File: src/rtl/bdc_pkg.sv
// Shared types and helpers for the barrel distortion correction frame scheduler.
// Holds the scheduler state encoding, default coordinate width and slot-width helper.
package bdc_pkg;

  localparam int CW_DEFAULT = 16;

  typedef enum logic [1:0] {
    ST_IDLE  = 2'd0,
    ST_FILL  = 2'd1,
    ST_RUN   = 2'd2,
    ST_DRAIN = 2'd3
  } state_t;

  function automatic int slot_w(input int lines);
    return (lines > 1) ? $clog2(lines) : 1;
  endfunction

endpackage

File: src/rtl/bdc_in_tracker.sv
// Input write-position tracker: column, completed rows, buffer slot and tlast check.
// Ports: restart/beat strobes in, tlast in; in_x, in_lines, wr_slot, err_eol out.
module bdc_in_tracker
  import bdc_pkg::*;
#(
  parameter int WIDTH        = 1920,
  parameter int COORD_WIDTH  = CW_DEFAULT,
  parameter int BUFFER_LINES = 4,
  parameter int SLOT_W       = slot_w(BUFFER_LINES)
) (
  input  logic                   clk,
  input  logic                   rst_n,
  input  logic                   restart,
  input  logic                   beat,
  input  logic                   tlast,
  output logic [COORD_WIDTH-1:0] in_x,
  output logic [COORD_WIDTH-1:0] in_lines,
  output logic [SLOT_W-1:0]      wr_slot,
  output logic                   err_eol
);

  localparam int CW = COORD_WIDTH;
  localparam logic [CW-1:0] X_LAST = CW'(WIDTH - 1);

  logic at_end;

  // A restart beat is pixel (0,0) regardless of the current column.
  assign at_end = restart ? (X_LAST == '0)
                          : (in_x == X_LAST);

  assign wr_slot = (BUFFER_LINES > 1)
                 ? in_lines[SLOT_W-1:0] : '0;

  always_ff @(posedge clk or negedge rst_n) begin
    if (!rst_n) begin
      in_x     <= '0;
      in_lines <= '0;
      err_eol  <= 1'b0;
    end else begin
      err_eol <= (restart | beat) & (tlast != at_end);
      if (restart) begin
        in_x     <= at_end ? '0 : CW'(1);
        in_lines <= at_end ? CW'(1) : '0;
      end else if (beat) begin
        if (at_end) begin
          in_x     <= '0;
          in_lines <= in_lines + CW'(1);
        end else begin
          in_x <= in_x + CW'(1);
        end
      end
    end
  end

endmodule

File: src/rtl/bdc_frame_scheduler.sv
// Frame/row sequencer: gates input ready, issues output coordinates once rows are resident.
// Ports: AXI-S valid/last/user/ready, write position, gen handshake + coords, status pulses.
module bdc_frame_scheduler
  import bdc_pkg::*;
#(
  parameter int WIDTH        = 1920,
  parameter int HEIGHT       = 1080,
  parameter int COORD_WIDTH  = CW_DEFAULT,
  parameter int BUFFER_LINES = 4,
  parameter int LEAD_LINES   = 1,
  parameter int SLOT_W       = slot_w(BUFFER_LINES)
) (
  input  logic                   clk,
  input  logic                   rst_n,
  input  logic                   s_axis_tvalid,
  input  logic                   s_axis_tlast,
  input  logic                   s_axis_tuser,
  output logic                   s_axis_tready,
  output logic [COORD_WIDTH-1:0] wr_x,
  output logic [SLOT_W-1:0]      wr_slot,
  output logic [COORD_WIDTH-1:0] in_lines,
  output logic                   gen_valid,
  input  logic                   gen_ready,
  output logic [COORD_WIDTH-1:0] gen_x,
  output logic [COORD_WIDTH-1:0] gen_y,
  output logic                   gen_sof,
  output logic                   gen_eol,
  output logic                   gen_eof,
  output logic                   busy,
  output logic                   frame_done,
  output logic                   err_sof,
  output logic                   err_eol
);

  localparam int CW = COORD_WIDTH;
  localparam int BACK_LINES = BUFFER_LINES - LEAD_LINES - 2;

  if (BACK_LINES < 0) begin : g_cfg_err
    $error("BUFFER_LINES too small for LEAD_LINES");
  end

  localparam logic [CW-1:0] X_LAST = CW'(WIDTH - 1);
  localparam logic [CW-1:0] Y_LAST = CW'(HEIGHT - 1);
  localparam logic [CW:0]   H_LAST = (CW+1)'(HEIGHT - 1);
  localparam logic [CW:0]   H_FULL = (CW+1)'(HEIGHT);
  localparam logic [CW:0]   LEAD_W = (CW+1)'(LEAD_LINES);

  state_t state, state_nx;

  logic         rdy_en;
  logic         frame_on;
  logic         in_beat;
  logic         sof_beat;
  logic         err_now;
  logic         cnt_beat;
  logic         gen_fire;
  logic         last_pix;
  logic         row0_ok;
  logic         rowy_ok;
  logic [CW:0]  il_w;
  logic [CW:0]  gy_w;

  // Highest row the window at row y touches, clamped at the frame bottom.
  function automatic logic [CW:0] need_row(
    input logic [CW:0] y
  );
    logic [CW:0] t;
    t = y + LEAD_W;
    return (t > H_LAST) ? H_LAST : t;
  endfunction

  assign il_w     = {1'b0, in_lines};
  assign gy_w     = {1'b0, gen_y};
  assign row0_ok  = il_w > need_row('0);
  assign rowy_ok  = il_w > need_row(gy_w);
  assign frame_on = (state == ST_FILL)
                  | (state == ST_RUN);

  // Input may run at most LEAD+1 rows ahead of out_row,
  // which keeps the slot being written clear of live rows.
  always_comb begin
    s_axis_tready = 1'b0;
    unique case (state)
      ST_IDLE:  s_axis_tready = rdy_en;
      ST_FILL,
      ST_RUN:   s_axis_tready =
                  (il_w <= gy_w + LEAD_W + (CW+1)'(1))
                  && (il_w < H_FULL);
      ST_DRAIN: s_axis_tready = 1'b0;
      default:  s_axis_tready = 1'b0;
    endcase
  end

  assign gen_valid = ((state == ST_RUN)
                   | (state == ST_DRAIN)) & rowy_ok;

  assign in_beat  = s_axis_tvalid & s_axis_tready;
  assign sof_beat = in_beat & s_axis_tuser;
  assign err_now  = sof_beat & (state != ST_IDLE);
  assign cnt_beat = in_beat & ~s_axis_tuser & frame_on;
  assign gen_fire = gen_valid & gen_ready;
  assign last_pix = (gen_x == X_LAST)
                  & (gen_y == Y_LAST);

  assign gen_sof = gen_valid & (gen_x == '0)
                 & (gen_y == '0);
  assign gen_eol = gen_valid & (gen_x == X_LAST);
  assign gen_eof = gen_valid & last_pix;
  assign busy    = (state != ST_IDLE);

  always_comb begin
    state_nx = state;
    unique case (state)
      ST_IDLE:
        if (sof_beat) state_nx = ST_FILL;
      ST_FILL:
        if (sof_beat)     state_nx = ST_FILL;
        else if (row0_ok) state_nx = ST_RUN;
      ST_RUN:
        if (sof_beat)
          state_nx = ST_FILL;
        else if (gen_fire && last_pix)
          state_nx = ST_IDLE;
        else if (il_w == H_FULL)
          state_nx = ST_DRAIN;
      ST_DRAIN:
        if (gen_fire && last_pix)
          state_nx = ST_IDLE;
      default: state_nx = ST_IDLE;
    endcase
  end

  always_ff @(posedge clk or negedge rst_n) begin
    if (!rst_n) begin
      state      <= ST_IDLE;
      rdy_en     <= 1'b0;
      frame_done <= 1'b0;
      err_sof    <= 1'b0;
      gen_x      <= '0;
      gen_y      <= '0;
    end else begin
      state      <= state_nx;
      rdy_en     <= 1'b1;
      frame_done <= gen_fire & last_pix;
      err_sof    <= err_now;
      if (sof_beat) begin
        gen_x <= '0;
        gen_y <= '0;
      end else if (gen_fire) begin
        if (gen_x == X_LAST) begin
          gen_x <= '0;
          gen_y <= (gen_y == Y_LAST)
                 ? '0 : gen_y + CW'(1);
        end else begin
          gen_x <= gen_x + CW'(1);
        end
      end
    end
  end

  bdc_in_tracker #(
    .WIDTH        (WIDTH),
    .COORD_WIDTH  (COORD_WIDTH),
    .BUFFER_LINES (BUFFER_LINES),
    .SLOT_W       (SLOT_W)
  ) u_in_tracker (
    .clk      (clk),
    .rst_n    (rst_n),
    .restart  (sof_beat),
    .beat     (cnt_beat),
    .tlast    (s_axis_tlast),
    .in_x     (wr_x),
    .in_lines (in_lines),
    .wr_slot  (wr_slot),
    .err_eol  (err_eol)
  );

endmodule

File: config.mk
export PLATFORM = sky130hd
export DESIGN_NAME = bdc_frame_scheduler
export DESIGN_NICKNAME = d
export VERILOG_FILES = /design/src/rtl/bdc_pkg.sv /design/src/rtl/bdc_in_tracker.sv /design/src/rtl/bdc_frame_scheduler.sv
export SDC_FILE = /design/constraint.sdc
export NUM_CORES = 1
export LEC_CHECK = 0
export CAP_MARGIN = 25
export CORE_MARGIN = 3
export CORE_UTILIZATION = 56
export CTS_BUF_LIST = sky130_fd_sc_hd__clkbuf_8 sky130_fd_sc_hd__clkbuf_16
export DETAILED_ROUTE_END_ITERATION = 10
export HOLD_SLACK_MARGIN = 0.15
export PLACE_DENSITY = 0.81
export SLEW_MARGIN = 20
export SYNTH_ARGS = -nofsm -noshare
export SYNTH_HDL_FRONTEND = slang
export SYNTH_SLANG_ARGS = --single-unit
File: constraint.sdc
create_clock -name clk -period 5.74 [get_ports clk]
set_clock_uncertainty 0.15 [all_clocks]
set_input_delay 1.148 -clock clk [delete_from_list [all_inputs] [get_ports clk]]
set_output_delay 1.148 -clock clk [all_outputs]
set_load 0.005 [all_outputs]
==> results of run 1 <==
==> stage by stage <==
stage | setup slack (ps) | hold slack, ps | power, mW | cell area (µm²) | TNS [ps]
floorplan | 546 | 356 | 0.525 | 5770 | 0
global placement | 59.9 | 369 | 0.548 | 6810 | 0
detailed placement | -184 | 375 | 0.549 | 6810 | -542
CTS | 10.1 | 399 | 0.997 | 7180 | 0
global route | -97.2 | 437 | 1.02 | 7360 | -150
finish | 154 | 392 | 0.991 | 7360 | 0
==> timing repair <==
| item | CTS | global route |
|---|---|---|
| setup buffers | 7 | 7 |
| gates cloned | 1 | 0 |
| pin swaps | 12 | 17 |
| resized for setup | 28 | 27 |
| setup endpoints to repair | 5 | 5 |
==> per-layer routing <==
layer | vias up | global-route usage | part of all wire
met5 | - | 0 | 0
met4 | 0 | 0.132 | 0.030
met3 | 56 | 0.0480 | 0.068
met2 | 291 | 0.503 | 0.48
met1 | 2858 | 0.410 | 0.42
li1 | 2808 | - | -
==> power groups by stage <==
stage               sequential (mW)  combinational (mW)  clock [mW]
floorplan                     0.505              0.0201           0
global placement              0.506              0.0419           0
detailed placement            0.506              0.0432           0
CTS                           0.497              0.0458       0.454
global route                  0.497              0.0532       0.474
finish                        0.497              0.0473       0.447
==> cell families after synthesis <==
family / synth area share
compound gates: 0.190
xor+xnor: 0.0488
other cells: 0.000652
flops: 0.305
buf+inv: 0.0481
simple gates: 0.296
fa+ha+maj: 0.104
mux: 0.00718
==> area by class of cell <==
type	instances	area (µm²)	share of cell area
clock inverters	7	90.1	0.0122
inverters	28	105	0.0143
repair buffers	127	1150	0.156
multi-input cells	579	3970	0.539
well taps	133	166	0.0226
clock buffers	9	124	0.0168
flip-flops and latches	70	1760	0.239
==> cell usage after synthesis, types with 14 or more instances <==
| library cell | instances | area, µm² |
|---|---|---|
| ha_1 | 48 | 601 |
| o21ai_0 | 52 | 260 |
| nand2_1 | 67 | 251 |
| nand3_1 | 41 | 205 |
| nor4_1 | 18 | 113 |
| nor2_1 | 62 | 233 |
| and3_1 | 17 | 106 |
| xor2_1 | 18 | 158 |
| nand4_1 | 21 | 131 |
| dfrtp_1 | 70 | 1750 |
| xnor2_1 | 14 | 123 |
| or3_1 | 14 | 87.6 |
| inv_1 | 28 | 105 |
| clkbuf_1 | 18 | 67.6 |
| and2_1 | 14 | 87.6 |
| a21oi_1 | 37 | 185 |
==> registers in the layout, summed over array words and instances, names as in the netlist <==
register,count
err_sof,1
state,2
rdy_en,1
gen_y,16
u_in_tracker.in_lines,16
u_in_tracker.in_x,16
u_in_tracker.err_eol,1
frame_done,1
gen_x,16
==> worst max path at each step <==
| stage | start | to | slack, ps | cells after the start |
|---|---|---|---|---|
| after floorplan | gen_y[0] | s_axis_tready | 550 | 18 |
| after global placement | gen_y[1] | gen_sof | 60 | 19 |
| after detailed placement | gen_y[1] | gen_sof | -180 | 19 |
| after CTS | gen_y[1] | gen_valid | 10 | 18 |
| after global routing | gen_y[1] | s_axis_tready | -100 | 18 |
| final | gen_y[1] | s_axis_tready | 150 | 18 |
==> results.md, run 1 <==
- Outcome: finished, final reports clean
- Clk pwr share: 0.451
- Sw frac: 0.239
- Pwr/cell area: 135 mW/mm²
- Maximum vdd drop: 0.000122 V
- Most numerous cell on the critical path: buf_4
- DP HPWL: 12.4 mm
- GRT Util Overall: 0.309
- Most common cell after layout, fill and taps aside: clkdlybuf4s50_1
- CP Class: reg -> out
- Total congestion overflow: 0
- H-tree levels: 3
- Final wirelength: 17.4 mm
- Clock tree buffer depth: 2
- Crit path buffers/inverters: 4
- Area of the die: 0.0115 mm²
- Synth Flop Type: dfrtp_1
- Share of cells above drive strength 1: 0.140
- Register area share after synthesis: 0.305
- CTS tree: yes
- Worst path top cell family by delay: simple AND/OR/NAND/NOR gates
- Worst Hold Path EP: gen_x[13]
- CP Max Fanout: 8
- Die W: 107 µm
- CTS root buf: clkbuf_8
- Reg2Reg Launch Point: gen_y[1]
- R2R depth: 19
- Drt initial violations: 401
- Worst skew pair latency: 370 ps
- Mapped Avg Cell Area: 8.13 µm²
- Min-delay src: gen_x[13]
- Min-delay worst type: reg -> reg
- CP max stage delay: 420 ps
- Starting Density: 0.583
- Routed wire per std cell: 18.3 µm
- Fmax: 179 MHz
- Final-report hold violation count: 0
- Core box area: 0.00986 mm²
- Fin cells: 953
- Crit-path cells: buf_6, ha_4, nand4_1, xor2_4, or3_4, a2111oi_4, buf_4, buf_4, xnor2_1, ha_1, and3_4, a211oi_2, nand3_1, nor4b_4, nor3_1, a21oi_2, or2_4, dlygate4sd2_1
- Post-route core utilization: 0.746
- Combinational Power Share: 0.048
- P_leak: 3.20 nW
- Vias: 6013
- Post-Syn Area: 0.00575 mm²
- Via/cell ratio: 6.31
- TritonRoute pass-1 iters: 5
- Port bufs: 80
- Max-slew violations: 0
- I/O pin count: 81
- Fillcell total: 724
- Flop pwr share: 0.501
- Hold_buf cts: 0
- Worst setup SP type: flip-flop
- Nets: 869
- Inst Count DP: 922
- Most frequent cells in the layout: clkdlybuf4s50_1 (74), nand2_1 (66), dfrtp_1 (66)
- Clk sink count: 70
- CP Capture Type: output port
- Yosys reg bits: 70
- Largest net degree at the start of global routing: 71
- Asr flop ratio synth: 1.00
- Detail Route Antenna Nets: 0
- Final Cycle Share: 0.973
- Worst EP arrival: 4290 ps
- Initial antenna violation count: 0
- Placer Congestion: 0.954
- FF-to-FF End: gen_y[14]
- Layout area overhead: 28.0%
- Final number of setup-violating endpoints: 0
- Max-cap viol count: 0
- Die Y: 107 µm
- Antenna cells: 0
- Tmin final: 5590 ps
- Slew headroom: 0.387
- Cell Int Power: 754 µW
- DRC errors left: 0
- CTS Buf Count: 9
- Num rows: 36
- Critical Path RT: 4440 ps
- Synth Warn #: 0
- First-pass GRT wire length: 28.8 mm
- Unrepaired setup endpoints after global routing: true
- Synth unique cells: 70
- Worst Tran Pin Value: 920 ps
- Number of synthesized flops with an enable pin: 0
- Slowest CP cell: dfrtp_2
- Vias in the first global route: 5899
- R2R Setup Slk: 580 ps
- Clock slew at reported path FFs: 70 ps
- Synth Instances: 707
- Psw: 237 µW
- Hold depth: 1
No activity file was read; power rests on OpenSTA's default activity.
==> run 2, diff against run 1 <==
--- a/config.mk
+++ b/config.mk
@@ -16,3 +16,4 @@
 export SYNTH_ARGS = -nofsm -noshare
 export SYNTH_HDL_FRONTEND = slang
 export SYNTH_SLANG_ARGS = --single-unit
+export TNS_END_PERCENT = 50
==> run 2 against run 1 <==
Wire length decreased by 0.43%. Worst setup slack got worse by 110 ps. Worst hold slack improved by 6.7 ps. Global-route usage decreased by 0.064 points. Critical path depth increased by 3. Non-clock buffer count increased by 2. Flip-flop and latch count unchanged. Combinational power increased by 2%. Register-to-register slack got worse by 100 ps. First-iteration DRC count increased by 12%. Cell count increased by 0.21%.
==> results.md, run 2 (same netlist as run 1, synthesis figures left out) <==
- Nets: 871 (+0.23%)
- Final number of setup-violating endpoints: 0 (unchanged)
- CTS Buf Count: 9 (unchanged)
- Total Power: 993 µW (+0.19%)
- Max-cap viol count: 0 (unchanged)
- Outcome: finished, final reports clean
- Crit-path cells: buf_12, ha_4, nand4_1, xor2_4, nor2_1, o31ai_1, a21oi_1, nor4_2, o21a_2, buf_4, buf_4, and2_1, ha_1, a21o_1, a21o_1, a211o_1, o2bb2ai_1, o21ai_1, buf_4, inv_1, clkdlybuf4s50_1
- TritonRoute pass-1 iters: 6 (+1)
- Vias in the first global route: 5889 (-0.17%)
- Critical Path Source: gen_y[1]
- CP Capture Type: output port
- Area of the die: 0.0115 mm² (unchanged)
- I/O pin count: 81 (unchanged)
- Final wirelength: 17.3 mm (-0.43%)
- Final Cycle Share: 0.992 (+0.0190)
- Drt initial violations: 450 (+12%)
- Clock slew at reported path FFs: 80 ps (about the same)
- Min-delay src: gen_x[13]
- Crit path buffers/inverters: 6 (+2)
- Detail Route Antenna Nets: 0 (unchanged)
- Tmin final: 5700 ps (+109 ps)
- Hold_buf cts: 0 (unchanged)
- Inst Count DP: 922 (unchanged)
- Slowest CP cell: dfrtp_2
- Most numerous cell on the critical path: buf_4
- Largest net degree at the start of global routing: 71 (unchanged)
- Num rows: 36 (unchanged)
- Placer Congestion: 0.954 (unchanged)
- CP Class: reg -> out
- H-tree levels: 3 (unchanged)
- Final-report hold violation count: 0 (unchanged)
- Pwr/cell area: 134 mW/mm² (-0.32%)
- Worst path top cell family by delay: compound AO/OA/AOI/OAI gates
- Slew headroom: 0.387 (about the same)
- CTS tree: yes
- Die W: 107 µm (unchanged)
- Die Y: 107 µm (unchanged)
- Most frequent cells in the layout: clkdlybuf4s50_1 (75), nand2_1 (67), dfrtp_1 (66)
- CTS root buf: clkbuf_8
- CP max stage delay: 440 ps (+20 ps)
- Max-slew violations: 0 (unchanged)
- Routed wire per std cell: 18.1 µm (-0.64%)
- Setup TNS: 0 ps (unchanged)
- Layout area overhead: 28.7%
- Post-route core utilization: 0.750 (+0.00381)
- GRT Util Overall: 0.309 (-0.000639)
- Worst skew pair latency: 370 ps (about the same)
- Most common cell after layout, fill and taps aside: clkdlybuf4s50_1
- DP HPWL: 12.4 mm (unchanged)
- P_leak: 3.22 nW (+0.72%)
- Starting Density: 0.583 (unchanged)
- Vias: 6016 (+0.050%)
- Maximum vdd drop: 0.000122 V (-0.22%)
- Via/cell ratio: 6.30 (-0.16%)
- Clock tree buffer depth: 2 (unchanged)
- Critical Path RT: 4440 ps (about the same)
- Clk sink count: 70 (unchanged)
- Fmax: 176 MHz (-1.9%)
- Core box area: 0.00986 mm² (unchanged)
- Reg2Reg Launch Point: gen_y[1]
- Worst EP arrival: 4400 ps (+110 ps)
- Initial antenna violation count: 0 (unchanged)
- Min-delay worst type: reg -> reg
- Total congestion overflow: 0 (unchanged)
- Share of cells above drive strength 1: 0.144 (+0.00331)
- Port bufs: 80 (unchanged)
- First-pass GRT wire length: 28.8 mm (-0.19%)
- Fin cells: 955 (+0.21%)
- Antenna cells: 0 (unchanged)
- DRC errors left: 0 (unchanged)
- CP Max Fanout: 7 (-1)
- Worst Tran Pin Value: 919 ps (-0.580 ps)
- Unrepaired setup endpoints after global routing: true
- Worst setup SP type: flip-flop
==> run 2: changes by cell type in the layout (fill, tap and decap cells not counted), sizes merged <==
cell and delta:
buf +2, clkbuf +1, clkdlybuf4s15 -1, dlygate4sd2 -1, clkdlybuf4s50 +1
==> run 2: power breakdown <==
group	total, mW	internal [mW]	switching (mW)	leakage (nW)
Sequential	0.497	0.494	0.00249	0.899
Combinational	0.0483	0.0183	0.0301	2.21
Clock	0.448	0.242	0.206	0.110
Total	0.993	0.755	0.238	3.22
==> run 2: final timing paths <==
path	depth (start not counted)	endpoint	slack [ps]
worst max-delay path	21	gen_valid	40
worst min-delay path	1	gen_x[13]	400
worst max register to register	20	gen_y[14]	480
worst min register to register	1	gen_x[13]	400
max in group asynchronous	2	gen_y[3]	3930
min in group asynchronous	2	gen_y[11]	840
==> run 2: final cells by class <==
type / instances / area [µm²]
multi-input combinational: 579 / 3980
fill: 718 / 2470
sequential: 70 / 1760
timing repair buffer: 129 / 1170
tap: 133 / 166
clock buffer: 9 / 124
inverter: 28 / 105
clock inverter: 7 / 90.1
==> run 2: per-layer routing <==
| metal | GRT usage | vias to the layer above | part of all wire |
|---|---|---|---|
| li1 | - | 2812 | - |
| met1 | 0.410 | 2895 | 0.42 |
| met2 | 0.500 | 261 | 0.48 |
| met3 | 0.0462 | 48 | 0.065 |
| met4 | 0.136 | 0 | 0.030 |
| met5 | 0 | - | 0 |
==> run 2: stage by stage <==
stage               worst slack (ps)  hold WS, ps  area, µm²
CTS                            -8.66          399       7170
global placement                59.9          369       6810
floorplan                        546          356       5770
finish                          44.6          398       7400
detailed placement              -184          375       6810
global route                    -183          437       7400
==> run 2: timing repair <==
action,4_1_cts,5_1_grt
setup endpoints to repair,5,5
pin swaps,11,24
gates cloned,1,0
gates resized for setup,28,25
setup buffers,5,11
==> run 3, diff against run 2 <==
--- a/config.mk
+++ b/config.mk
@@ -12,6 +12,7 @@
 export DETAILED_ROUTE_END_ITERATION = 10
 export HOLD_SLACK_MARGIN = 0.15
 export PLACE_DENSITY = 0.81
+export SETUP_SLACK_MARGIN = 0.3
 export SLEW_MARGIN = 20
 export SYNTH_ARGS = -nofsm -noshare
 export SYNTH_HDL_FRONTEND = slang
==> run 3 against run 2 <==
Global-route usage is 0.25 points higher. Highest routed layer unchanged. Critical path depth stayed put. Via count is 0.85% higher.
==> results.md, run 3 (same netlist as run 1, synthesis figures left out) <==
- Drt initial violations: 476 (+5.8%)
- Worst setup SP type: flip-flop
- Cell Area, Placed: 0.00681 mm² (unchanged)
- Die Y: 107 µm (unchanged)
- Maximum vdd drop: 0.000121 V (-0.44%)
- Hold_buf cts: 0 (unchanged)
- Final Cycle Share: 0.949 (-0.0427)
- Flop pwr share: 0.497 (-0.003)
- Total Power: 1000 µW (+0.71%)
- Crit-path cells: buf_6, ha_4, nand2_1, nor2_4, nand3_1, xor2_1, buf_4, nand2_1, nor4_4, o21a_2, buf_6, o21ai_0, ha_1, nand4_1, nor2_1, a211o_1, o2bb2ai_2, o21ai_1, buf_4, nor4_2, buf_2
- Clock slew at reported path FFs: 80 ps (about the same)
- Clk pwr share: 0.451 (about the same)
- Met1 usage: 0.413 (+0.00375)
- Psw: 243 µW (+1.9%)
- First-pass GRT wire length: 29.0 mm (+0.79%)
- CTS Buf Count: 9 (unchanged)
- Layout area overhead: 31.3%
- Cell Int Power: 757 µW (+0.33%)
- Final wirelength: 17.7 mm (+2.0%)
- Via/cell ratio: 6.29 (-0.20%)
- Worst EP arrival: 4150 ps (-250 ps)
- Max-cap viol count: 0 (unchanged)
- Placer Congestion: 0.954 (unchanged)
- CTS tree: yes
- Worst skew pair latency: 370 ps (about the same)
- Antenna cells: 0 (unchanged)
- DP HPWL: 12.4 mm (unchanged)
- TritonRoute pass-1 iters: 5 (-1)
- H-tree levels: 3 (unchanged)
- CP max stage delay: 410 ps (-30 ps)
- Area of the die: 0.0115 mm² (unchanged)
- Clock tree buffer depth: 2 (unchanged)
- Initial antenna violation count: 0 (unchanged)
- Largest net degree at the start of global routing: 71 (unchanged)
- Starting Density: 0.583 (unchanged)
- Most common cell after layout, fill and taps aside: clkdlybuf4s50_1
- Met2 GRT Util: 0.504 (+0.00447)
- Critical Path RT: 4440 ps (about the same)
- Core box area: 0.00986 mm² (unchanged)
- Total congestion overflow: 0 (unchanged)
- Fin cells: 965 (+1.0%)
- Nets: 881 (+1.1%)
- Die W: 107 µm (unchanged)
- Inst Count DP: 922 (unchanged)
- Vias: 6067 (+0.85%)
- Combinational Power Share: 0.052 (+0.003)
- Tmin final: 5450 ps (-245 ps)
- Max-slew violations: 0 (unchanged)
- Slew headroom: 0.384 (-0.00290)
- Final-report hold violation count: 0 (unchanged)
- Unrepaired setup endpoints after global routing: true
- Worst Tran Pin Value: 924 ps (+4.34 ps)
- CP Max Fanout: 8 (+1)
- Port bufs: 80 (unchanged)
- P_leak: 3.23 nW (about the same)
- Vias in the first global route: 5927 (+0.65%)
- Global Route met3 Usage: 0.0486 (+0.00240)
- Most frequent cells in the layout: clkdlybuf4s50_1 (74), nand2_1 (67), dfrtp_1 (65)
- I/O pin count: 81 (unchanged)
- GRT Util Overall: 0.311 (+0.00251)
- Sw frac: 0.243 (+0.00292)
- Detail Route Antenna Nets: 0 (unchanged)
- Final number of setup-violating endpoints: 0 (unchanged)
- Pwr/cell area: 132 mW/mm² (-1.3%)
- CP Class: reg -> out
- Post-route core utilization: 0.765 (+0.0155)
- Outcome: finished, final reports clean
- Fmax: 183 MHz (+4.5%)
- DRC errors left: 0 (unchanged)
- Num rows: 36 (unchanged)
- Share of cells above drive strength 1: 0.174 (+0.0307)
- Top Usage Layer GRT: met2
- Slowest CP cell: dfrtp_2
- CTS root buf: clkbuf_8
- CP Capture Type: output port
- Clk sink count: 70 (unchanged)
- Post-route cell area: 0.00755 mm² (+2.1%)
- Min-delay worst type: reg -> reg
- Routed wire per std cell: 18.3 µm (+0.96%)
run 3: changes by cell type in the layout (fill, tap and decap cells not counted), sizes merged:
cell / delta
dlymetal6s2s: -1
dlygate4sd2: -2
clkdlybuf4s50: -1
buf: +14
run 3: worst paths after layout:
check / start / to / slack [ps] / depth (start not counted)
min in group asynchronous: rst_n / gen_y[11] / 840 / 2
worst min-delay path: gen_x[13] / gen_x[13] / 390 / 1
max in group asynchronous: rst_n / gen_y[1] / 3930 / 2
worst max register to register: gen_y[1] / gen_y[14] / 660 / 19
worst max-delay path: gen_y[1] / gen_eof / 290 / 21
worst min register to register: gen_x[13] / gen_x[13] / 390 / 1
run 3: worst max-delay path, delay by kind of cell (launching register included):
family                     cells  cell delay (ps)
AOI/OAI and AO/OA              5              660
buffers and inverters          5              780
DFF                            1              410
and+or+nand+nor                8             1230
xor gates and xnor gates       1              200
adders and majority gates      2              500
run 3: layout make-up:
class                   instances  area (µm²)
flip-flops and latches         70        1760
well taps                     133         166
repair buffers                139        1240
inverters                      28         105
clock buffers                   9         124
multi-input cells             579        4070
fillers                       672        2310
clock inverters                 7        90.1
run 3: routing by layer:
| layer | wire length [µm] | share of wire | vias to the layer above |
|---|---|---|---|
| met5 | 0 | 0 | - |
| met4 | 459 | 0.026 | 0 |
| met3 | 1190 | 0.067 | 39 |
| met2 | 8610 | 0.49 | 276 |
| met1 | 7430 | 0.42 | 2919 |
| li1 | - | - | 2833 |
run 3: power by group through the flow:
| stage | combinational, mW | sequential, mW | clock [mW] |
|---|---|---|---|
| after floorplan | 0.0201 | 0.505 | 0 |
| after global placement | 0.0419 | 0.506 | 0 |
| after detailed placement | 0.0432 | 0.506 | 0 |
| after CTS | 0.0476 | 0.497 | 0.454 |
| after global routing | 0.0583 | 0.497 | 0.474 |
| final | 0.0524 | 0.497 | 0.451 |
run 3: metrics by stage:
step	worst slack (ps)	setup TNS, ps	hold WS, ps
floorplan	546	0	356
global placement	59.9	0	369
detailed placement	-184	-542	375
CTS	229	0	399
global route	114	0	437
finish	290	0	394
run 3: what timing repair did:
| item | in CTS | in global routing |
|---|---|---|
| buffers inserted | 15 | 11 |
| endpoints found under the hold margin | 0 | 0 |
| gates resized for setup | 42 | 48 |
| endpoints found under the setup margin | 5 | 6 |
| pin swaps | 20 | 35 |
| cloned | 1 | 0 |
